<file path="src/rtl/tinyalu_pkg.sv">
// Shared types for the TinyALU two-requester arbiter: op encoding, FSM states,
// and the request bundle captured on acceptance.
package tinyalu_pkg;

  localparam int NUM_REQ = 2;

  typedef enum logic [2:0] {
    no_op  = 3'd0,
    add_op = 3'd1,
    and_op = 3'd2,
    xor_op = 3'd3,
    mul_op = 3'd4,
    rst_op = 3'd7
  } operation_t;

  typedef enum logic [1:0] {
    IDLE  = 2'd0,
    ISSUE = 2'd1,
    RESP  = 2'd2
  } arb_state_t;

  typedef struct packed {
    logic [2:0] op;
    logic [7:0] a;
    logic [7:0] b;
  } req_t;

  // Only these codes reach the ALU; everything else is answered locally.
  function automatic logic is_alu_op(logic [2:0] op);
    return (op == add_op) || (op == and_op) || (op == xor_op) || (op == mul_op);
  endfunction

endpackage

</file>
<file path="src/rtl/tinyalu_rr_grant.sv">
// Two-way round-robin grant: a lone valid wins, a tie goes to the requester
// that was not granted last. Output is always one-hot.
module tinyalu_rr_grant (
  input  logic [1:0] valid,
  input  logic       last,
  output logic [1:0] grant
);

  logic pick;

  always_comb begin
    pick = ~last;
    if (valid[0] && !valid[1])      pick = 1'b0;
    else if (valid[1] && !valid[0]) pick = 1'b1;
    grant = 2'b01 << pick;
  end

endmodule

</file>
<file path="src/rtl/tinyalu_arbiter.sv">
// Round-robin front end for a single TinyALU: accepts one op at a time from two
// requesters, issues it, and returns a one-cycle response to the owner.
module tinyalu_arbiter
  import tinyalu_pkg::*;
#(
  parameter int TIMEOUT = 16
) (
  input  logic        clk,
  input  logic        reset_n,
  input  logic        req0_valid,
  output logic        req0_ready,
  input  logic [7:0]  req0_A,
  input  logic [7:0]  req0_B,
  input  logic [2:0]  req0_op,
  input  logic        req1_valid,
  output logic        req1_ready,
  input  logic [7:0]  req1_A,
  input  logic [7:0]  req1_B,
  input  logic [2:0]  req1_op,
  output logic        rsp0_valid,
  output logic [15:0] rsp0_result,
  output logic        rsp0_err,
  output logic        rsp1_valid,
  output logic [15:0] rsp1_result,
  output logic        rsp1_err,
  output logic        alu_start,
  output logic [2:0]  alu_op,
  output logic [7:0]  alu_A,
  output logic [7:0]  alu_B,
  input  logic        alu_done,
  input  logic [15:0] alu_result
);

  localparam int CW = $clog2(TIMEOUT + 1);

  arb_state_t                     state;
  logic                           last;
  logic                           owner;
  logic [CW-1:0]                  cnt;
  logic [NUM_REQ-1:0]             valid;
  logic [NUM_REQ-1:0]             grant;
  logic [NUM_REQ-1:0]             ready;
  req_t [NUM_REQ-1:0]             req;
  req_t                           sel;
  logic                           idx;
  logic                           accept;
  logic [NUM_REQ-1:0]             rsp_valid;
  logic [NUM_REQ-1:0][15:0]       rsp_result;
  logic [NUM_REQ-1:0]             rsp_err;

  assign valid  = {req1_valid, req0_valid};
  assign req[0] = {req0_op, req0_A, req0_B};
  assign req[1] = {req1_op, req1_A, req1_B};

  tinyalu_rr_grant u_grant (
    .valid (valid),
    .last  (last),
    .grant (grant)
  );

  // reset_n gates ready so nothing looks acceptable while reset is held.
  assign ready  = (state == IDLE && reset_n) ? (grant & valid) : '0;
  assign accept = |ready;
  assign idx    = grant[1];
  assign sel    = req[idx];

  assign req0_ready  = ready[0];
  assign req1_ready  = ready[1];
  assign rsp0_valid  = rsp_valid[0];
  assign rsp1_valid  = rsp_valid[1];
  assign rsp0_result = rsp_result[0];
  assign rsp1_result = rsp_result[1];
  assign rsp0_err    = rsp_err[0];
  assign rsp1_err    = rsp_err[1];

  always_ff @(posedge clk or negedge reset_n) begin
    if (!reset_n) begin
      state      <= IDLE;
      last       <= 1'b1;
      owner      <= 1'b0;
      cnt        <= '0;
      alu_start  <= 1'b0;
      alu_op     <= '0;
      alu_A      <= '0;
      alu_B      <= '0;
      rsp_valid  <= '0;
      rsp_result <= '0;
      rsp_err    <= '0;
    end else begin
      rsp_valid  <= '0;
      rsp_result <= '0;
      rsp_err    <= '0;
      case (state)
        IDLE: begin
          if (accept) begin
            last  <= idx;
            owner <= idx;
            cnt   <= '0;
            if (is_alu_op(sel.op)) begin
              state     <= ISSUE;
              alu_start <= 1'b1;
              alu_op    <= sel.op;
              alu_A     <= sel.a;
              alu_B     <= sel.b;
            end else begin
              state          <= RESP;
              rsp_valid[idx] <= 1'b1;
              rsp_err[idx]   <= (sel.op != no_op);
            end
          end
        end
        ISSUE: begin
          if (alu_done || cnt == CW'(TIMEOUT - 1)) begin
            state             <= RESP;
            alu_start         <= 1'b0;
            alu_op            <= '0;
            alu_A             <= '0;
            alu_B             <= '0;
            rsp_valid[owner]  <= 1'b1;
            rsp_result[owner] <= alu_done ? alu_result : 16'h0000;
            rsp_err[owner]    <= ~alu_done;
          end else begin
            cnt <= cnt + 1'b1;
          end
        end
        RESP:    state <= IDLE;
        default: state <= IDLE;
      endcase
    end
  end

endmodule

</file>
<file path="config.mk">
export PLATFORM = sky130hd
export DESIGN_NAME = tinyalu_arbiter
export DESIGN_NICKNAME = d
export VERILOG_FILES = /design/src/rtl/tinyalu_pkg.sv /design/src/rtl/tinyalu_rr_grant.sv /design/src/rtl/tinyalu_arbiter.sv
export SDC_FILE = /design/constraint.sdc
export NUM_CORES = 1
export LEC_CHECK = 0
export ABC_CLOCK_PERIOD_IN_PS = 2100
export CAP_MARGIN = 20
export CELL_PAD_IN_SITES_DETAIL_PLACEMENT = 1
export CELL_PAD_IN_SITES_GLOBAL_PLACEMENT = 1
export CORE_ASPECT_RATIO = 0.8
export CORE_MARGIN = 2
export CORE_UTILIZATION = 33
export CTS_BUF_LIST = sky130_fd_sc_hd__clkbuf_8 sky130_fd_sc_hd__clkbuf_16
export DETAILED_ROUTE_END_ITERATION = 8
export PLACE_DENSITY = 0.83
export SETUP_SLACK_MARGIN = 0.3
export SLEW_MARGIN = 20
export SYNTH_ARGS = -nofsm -noshare
export SYNTH_HDL_FRONTEND = slang
export SYNTH_SLANG_ARGS = --single-unit
</file>
<file path="constraint.sdc">
create_clock -name clk -period 2.1 [get_ports clk]
set_clock_uncertainty 0.05 [all_clocks]
set_input_delay 0.42 -clock clk [delete_from_list [all_inputs] [get_ports clk]]
set_output_delay 0.42 -clock clk [all_outputs]
set_load 0.02 [all_outputs]
</file>
[Yosys cells after proc, flatten, opt, wreduce, memory -nomap -nowiden]
Cells that the tools add are included.
W data, S select, Z words.
Cells by class
  multipliers: 0
  equal/unequal tests: 10
  reductions and logical operators: 19
  div/mod/pow operators: 0
  mux-type cells: 44
  shift-type cells: 1
  $add $sub $neg: 1
  bitwise logic cells: 6
  order comparisons: 4
Operators with widths (count)
  $mux W32: 2
  $mux W8: 5
  $mux W19: 2
  $and A32 B32 Y32: 1
  $mux W16: 2
  $pmux W8 S2: 2
  $mux W2: 10
  $demux W16 S1: 1
  $pmux W2 S2: 3
  $mux W5: 2
  $pmux W5 S2: 1
  $mux W3: 3
  $mux W1: 7
  $and A2 B2 Y2: 3
  $eq A3 B2 Y1 const B: 2
  $ne A2 B2 Y1 const B: 3
  $pmux W3 S2: 1
  $add A5 B1 Y5 const B: 1
  $eq A5 B4 Y1 const B: 1
  $logic_and A1 B1 Y1: 5
  $logic_or A1 B1 Y1: 4
  $lt A1 B2 Y1 const B: 2
  $reduce_and A2 Y1: 2
  $reduce_and A4 Y1: 1
  other kinds (15): 19
Word-level totals
  input bits: 59
  RAM bits: 0
  memory bits (read-only): 0
  memories kept: 0
  latch bits: 0
  output and inout port bits: 58
  word-level logic and storage cells: 97
  flip-flop bits (word level): 65

[Logic depth before layout (Yosys ltp)]
  depth in word-level cells: 14
  depth in mapped cells: 9
  mapped depth without buffers: 8

[Hierarchy]
A second synthesis with hierarchy kept.
Unflattened totals
  cell total of the unflattened synthesis: 272
  area total of the unflattened synthesis: 2912.8 sq um
Modules (own cells, without submodules)
  tinyalu_arbiter: instances 1, cells an instance 267, area each 2885.3 sq um, sequential area each 1627.8 sq um
  tinyalu_rr_grant: instances 1, cells an instance 5, area each 27.5 sq um, sequential area each 0.0 sq um

[Worst setup path before layout]
OpenSTA, ideal clock, no wires.
  path kind: reg-to-reg
  start point: reg last
  end point: reg alu_A[1]
  buffers on the path: 2
  cell stages (with the launch flop): 8
  required time: 1.918 ns
  data arrival time: 1.746 ns
  setup time: 0.132 ns
  clock period less this slack: 1.927 ns
  setup slack: 0.173 ns
  cell sequence: dfstp_2 a21boi_2 o21ai_0 o211a_1 buf_6 buf_6 mux2i_1 o211ai_2
Between the ends
  word-level cells in the longest chain between the ends: 12
  elaborated cells on any way between the ends: 22
  classes of those cells: eq/ne: 6; shift: 1; mux: 8; bitwise: 2; reduce/logical: 5
Ends and longest elaborated chain
  start, declared: line tinyalu_arbiter.sv:37  | logic last;
  start signal, assigned: line tinyalu_arbiter.sv:96  | last <= idx;
  $not A1 Y1 (*): line tinyalu_rr_grant.sv:12  | pick = ~last;
  $mux W1 (*): line tinyalu_rr_grant.sv:14  | else if (valid[1] && !valid[0]) pick = 1'b1;
  $mux W1 (*): line tinyalu_rr_grant.sv:13  | if (valid[0] && !valid[1]) pick = 1'b0;
  $shl A1 B1 Y2 (*): line tinyalu_rr_grant.sv:15  | grant = 2'b01 << pick;
  $mux W19 (not written as such) (2 in a row): line tinyalu_arbiter.sv:65  | assign sel = req[idx];
  $eq A3 B1 Y1 / $eq A3 B2 Y1 (equally long branches): line tinyalu_pkg.sv:30  | return (op == add_op) || (op == and_op) || (op == xor_op) || (op == mul_op);
  $logic_or A1 B1 Y1 (3 in a row): line tinyalu_pkg.sv:30
  $ne A2 B1 Y1 (no line)
  $reduce_and A4 Y1 (no line)
  end signal, assigned: line tinyalu_arbiter.sv:103  | alu_A <= sel.a;
  end, declared: line tinyalu_arbiter.sv:28  | output logic [7:0] alu_A,
Mark *: on every way between the ends. The rest lies on a longest branch, timed or not. The select of a mux whose other input is x is not followed.
A chain may end at the register's enable or synchronous reset.

[Worst setup path after layout]
  start point: reg last
  end point: reg alu_op[0]
Between the ends
  word-level cells in the longest chain between the ends: 12
  elaborated cells on any way between the ends: 22
  classes of those cells: eq/ne: 6; shift: 1; mux: 8; bitwise: 2; reduce/logical: 5
Ends and longest elaborated chain
  $not A1 Y1 (*): line tinyalu_rr_grant.sv:12
  $mux W1 (*): line tinyalu_rr_grant.sv:14
  $mux W1 (*): line tinyalu_rr_grant.sv:13
  $shl A1 B1 Y2 (*): line tinyalu_rr_grant.sv:15
  $mux W19 (not written as such) (2 in a row): line tinyalu_arbiter.sv:65
  $eq A3 B1 Y1 / $eq A3 B2 Y1 (equally long branches): line tinyalu_pkg.sv:30
  $logic_or A1 B1 Y1 (3 in a row): line tinyalu_pkg.sv:30
  $ne A2 B1 Y1 (no line)
  $reduce_and A4 Y1 (no line)
  end signal, assigned: line tinyalu_arbiter.sv:102  | alu_op <= sel.op;
  end, declared: line tinyalu_arbiter.sv:27  | output logic [2:0] alu_op,
Marks and branches as above.

==> results.txt <==
----------------------------------------------------
[STA]
  Final hold violation count ... 0
  RSZ-0062 raised after global routing ... yes
  Worst slew margin relative to its limit ... 0.656
  Slew Limit Fails ... 0
  Slew of the pin with the lowest slew margin ... approximately 0.52 ns
  Fin crit share ... 1.04
  Worst hold slack ... 0.164 ns
  Final critical-path setup slack ... -0.0880 ns
  Post-layout minimum cycle time ... about 2.2 ns
  Total setup violations reported at the end of the flow ... 13
  Timing-limited maximum frequency ... 457 MHz

[Synthesis]
  Cell area after synthesis ... between 0.003 and 0.004 mm2
  Mean area per synthesized cell ... approximately 9.7 um2
  Syn Nets ... 387
  Sequential fraction of the synthesis area ... 0.513
  Cell taking the most area after synthesis ... sky130_fd_sc_hd__dfrtp_1
  Flip-flop cell with the highest count after synthesis ... sky130_fd_sc_hd__dfrtp_1
  Most instantiated cells after synthesis ... sky130_fd_sc_hd__dfrtp_1 (64), sky130_fd_sc_hd__nand2_1 (62), sky130_fd_sc_hd__nor2_1 (42), sky130_fd_sc_hd__mux2i_1 (32)
  Area contributors post-synth ... sky130_fd_sc_hd__dfrtp_1 (50%), sky130_fd_sc_hd__mux2i_1 (10%), sky130_fd_sc_hd__nand2_1 (7.3%)
  Syn Inst Count ... 326
  Share of flip-flops with an asynchronous set or reset after synthesis ... 1.00
  Number of distinct standard cells referenced by the synthesized netlist ... 35
  Yosys top cell area share ... 0.505
  Number of synthesized register bits ... 65
  Warnings from Yosys ... 0
  Number of flops mapped to enable cells by yosys ... 0
  Most frequent cell after synthesis ... sky130_fd_sc_hd__dfrtp_1

[Clock network]
  Clock tree from TritonCTS ... done
  Deepest clock path buffer count ... 2
  H-tree levels ... 3
  Clock Tree Root ... sky130_fd_sc_hd__clkbuf_16
  Worst-skew pair later-pin latency ... 0.34 ns
  Hold buffers post-CTS ... 0
  Clock transition at the register clock pins on the worst setup and hold paths after CTS ... about 0.06 ns
  Num Clock Sinks ... 65
  CTS buffer count ... 9

[Route]
  Mean number of vias per cell ... 5.58
  Vias ... 3461
  Number of DRC markers in iteration 0 ... 215
  Detailed-routed wire length on met2 ... between 7 and 8 mm
  Post-DR wirelength/cell ... 25.0 um
  Number of remaining DRC errors ... 0
  Wire length the detailed router placed on met1 ... 6.22 mm
  Remaining number of nets flagged by the antenna check after routing ... 0
  Iteration count of the initial detailed-routing pass ... 4
  Top layer in use ... met4
  Total Routed Length ... 15.5 mm
  Met3 wire length ... 860 um

[Die]
  Total number of placement rows ... 31
  Die W ... ~110 um
  Floorplan die height ... between 90 and 100 um
  Ports placed on the boundary ... 117
  Starting utilization of the core area ... 0.345
  Area of the core ... 0.00919 mm2
  Die Footprint ... between 0.01 and 0.015 mm2

[Layout]
  Final-layout fill cell count ... 997
  Area taken by multi-input logic gates ... between 0.0015 and 0.002 mm2
  Share of the core filled with cells in the final layout ... 0.592
  Number of inserted diodes ... 0
  Fraction of layout cells with a size suffix above 1 ... 0.257
  Cell area after layout ... 0.00544 mm2
  Sequential cell area in the final layout ... 0.00163 mm2
  Layout net count ... 562
  Post-synthesis to final-layout area growth ... 71.3%

[GRT]
  Combined global-route utilization of all metal layers ... 0.254
  Global-route wire length before repair ... ~20 mm
  Initial antenna violation count ... 0
  Largest net degree at the start of global routing ... 55
  Total gr overflow ... 0
  Via count of the first global-routing pass ... 3640

[Placement]
  Detailed placement HPWL ... 7.67 mm
  Placement-stage cell area ... 0.00473 mm2
  GPL Wtd Cong ... around 0.8
  Worst-case setup slack after placement ... -0.506 ns
  Count of input and output buffers ... 116

[Setup path]
  CP Data Required Time ... 2.28 ns
  Reg2Reg Setup Slack ... -0.09 ns
  Crit path DAT ... 2.37 ns
  Path type of the worst setup path ... reg -> reg
  Maximum fanout along the worst path ... 19
  Launching element type of the critical path ... flop
  Setup crit end kind ... flop

[Run status]
  Outcome ... finished with violations
  Violations in the final reports ... setup timing

[Pwr]
  Worst VDD drop ... 0.509 mV
  Leakage power total ... 2.51 nW
  Power density cells ... 1350 mW/mm2
  Overall power consumption ... 7.35 mW

[Job]
  Max cap viols ... 0

[Min path]
  Path class of the lowest-slack min-delay path ... in -> async

----------------------------------------------------
[layout make-up]
cell class              instances  area share
clock buffers                  12      0.0490
flip-flops and latches         65       0.299
repair buffers                183       0.324
inverters                       5     0.00345
clock inverters                 3     0.00299
multi-input cells             237       0.295
well taps                     115      0.0265
[critical path: stages (launching register included)]
cell	delay [ns]
sky130_fd_sc_hd__dfstp_2	0.59
sky130_fd_sc_hd__buf_4	0.14
sky130_fd_sc_hd__a21bo_2	0.16
sky130_fd_sc_hd__nand3_1	0.18
sky130_fd_sc_hd__o211a_4	0.23
sky130_fd_sc_hd__buf_12	0.18
sky130_fd_sc_hd__xnor2_2	0.15
sky130_fd_sc_hd__buf_6	0.14
sky130_fd_sc_hd__o21ai_1	0.24
[through the flow]
stage	setup TNS, ns	cells
floorplan	0	326
global placement	-9.92	575
detailed placement	-12.73	575
CTS	0	606
global route	-0.955	620
finish	-0.369	620
[state kept, by name, indices dropped and copies added (netlist names)]
register,flops
rsp0_result,16
rsp1_result,16
alu_A,8
alu_B,8
cnt,5
alu_op,3
rsp_err,2
rsp_valid,2
state,2
alu_start,1
last,1
owner,1
[metal layers]
layer / vias to the layer above / global-route usage
met3: 45 / 0.0615
met5: - / 0
met1: 1774 / 0.287
li1: 1475 / -
met4: 0 / 0.110
met2: 167 / 0.458
[final timing paths]
check,from,endpoint,depth (start not counted)
max,last$_DFFE_PN1P_,alu_op[0]$_DFFE_PN0P_,8
min,reset_n,last$_DFFE_PN1P_,2
max reg2reg,last$_DFFE_PN1P_,alu_op[0]$_DFFE_PN0P_,8
min reg2reg,alu_A[6]$_DFFE_PN0P_,alu_A[6]$_DFFE_PN0P_,2
max in group asynchronous,reset_n,rsp0_result[3]$_DFF_PN0_,4
min in group clk,alu_A[6]$_DFFE_PN0P_,alu_A[6]$_DFFE_PN0P_,2
[where the power goes]
group | switching, mW | internal (mW) | total, mW | leakage [nW]
Clock | 0.562 | 0.883 | 1.44 | 0.142
Sequential | 0.308 | 1.60 | 1.90 | 0.851
Combinational | 2.29 | 1.71 | 4.00 | 1.51
[placed cells by master, fill, tap and decap left out, types with 5 or more instances in the layout]
cell type | netlist | routed
sky130_fd_sc_hd__dlymetal6s2s_1 | 0 | 5
sky130_fd_sc_hd__nor2_1 | 42 | 36
sky130_fd_sc_hd__buf_6 | 3 | 13
sky130_fd_sc_hd__nand2_1 | 62 | 60
sky130_fd_sc_hd__nor2_2 | 1 | 5
sky130_fd_sc_hd__clkdlybuf4s50_1 | 0 | 90
sky130_fd_sc_hd__a21oi_1 | 18 | 16
sky130_fd_sc_hd__nand3_1 | 6 | 5
sky130_fd_sc_hd__mux2i_1 | 32 | 30
sky130_fd_sc_hd__buf_4 | 0 | 49
sky130_fd_sc_hd__inv_1 | 5 | 5
sky130_fd_sc_hd__clkbuf_16 | 0 | 10
sky130_fd_sc_hd__o211ai_2 | 8 | 8
sky130_fd_sc_hd__dlygate4sd2_1 | 0 | 17
sky130_fd_sc_hd__o211ai_1 | 10 | 10
sky130_fd_sc_hd__dfrtp_1 | 64 | 64
sky130_fd_sc_hd__nor3_1 | 18 | 16
[timing repair]
item,CTS,global route
pin swaps,16,13
resized for setup,58,27
gates cloned,2,1
setup endpoints to repair,47,42
buffers inserted,14,13
[kinds of logic after synthesis]
kind of cell | share of synthesized area
AOI/OAI and AO/OA | 0.139
xor gates and xnor gates | 0.0106
adders and majority gates | 0.00788
buffers and inverters | 0.0367
DFF | 0.513
muxes | 0.108
and+or+nand+nor | 0.185
Power figures use the tool's default switching activity.
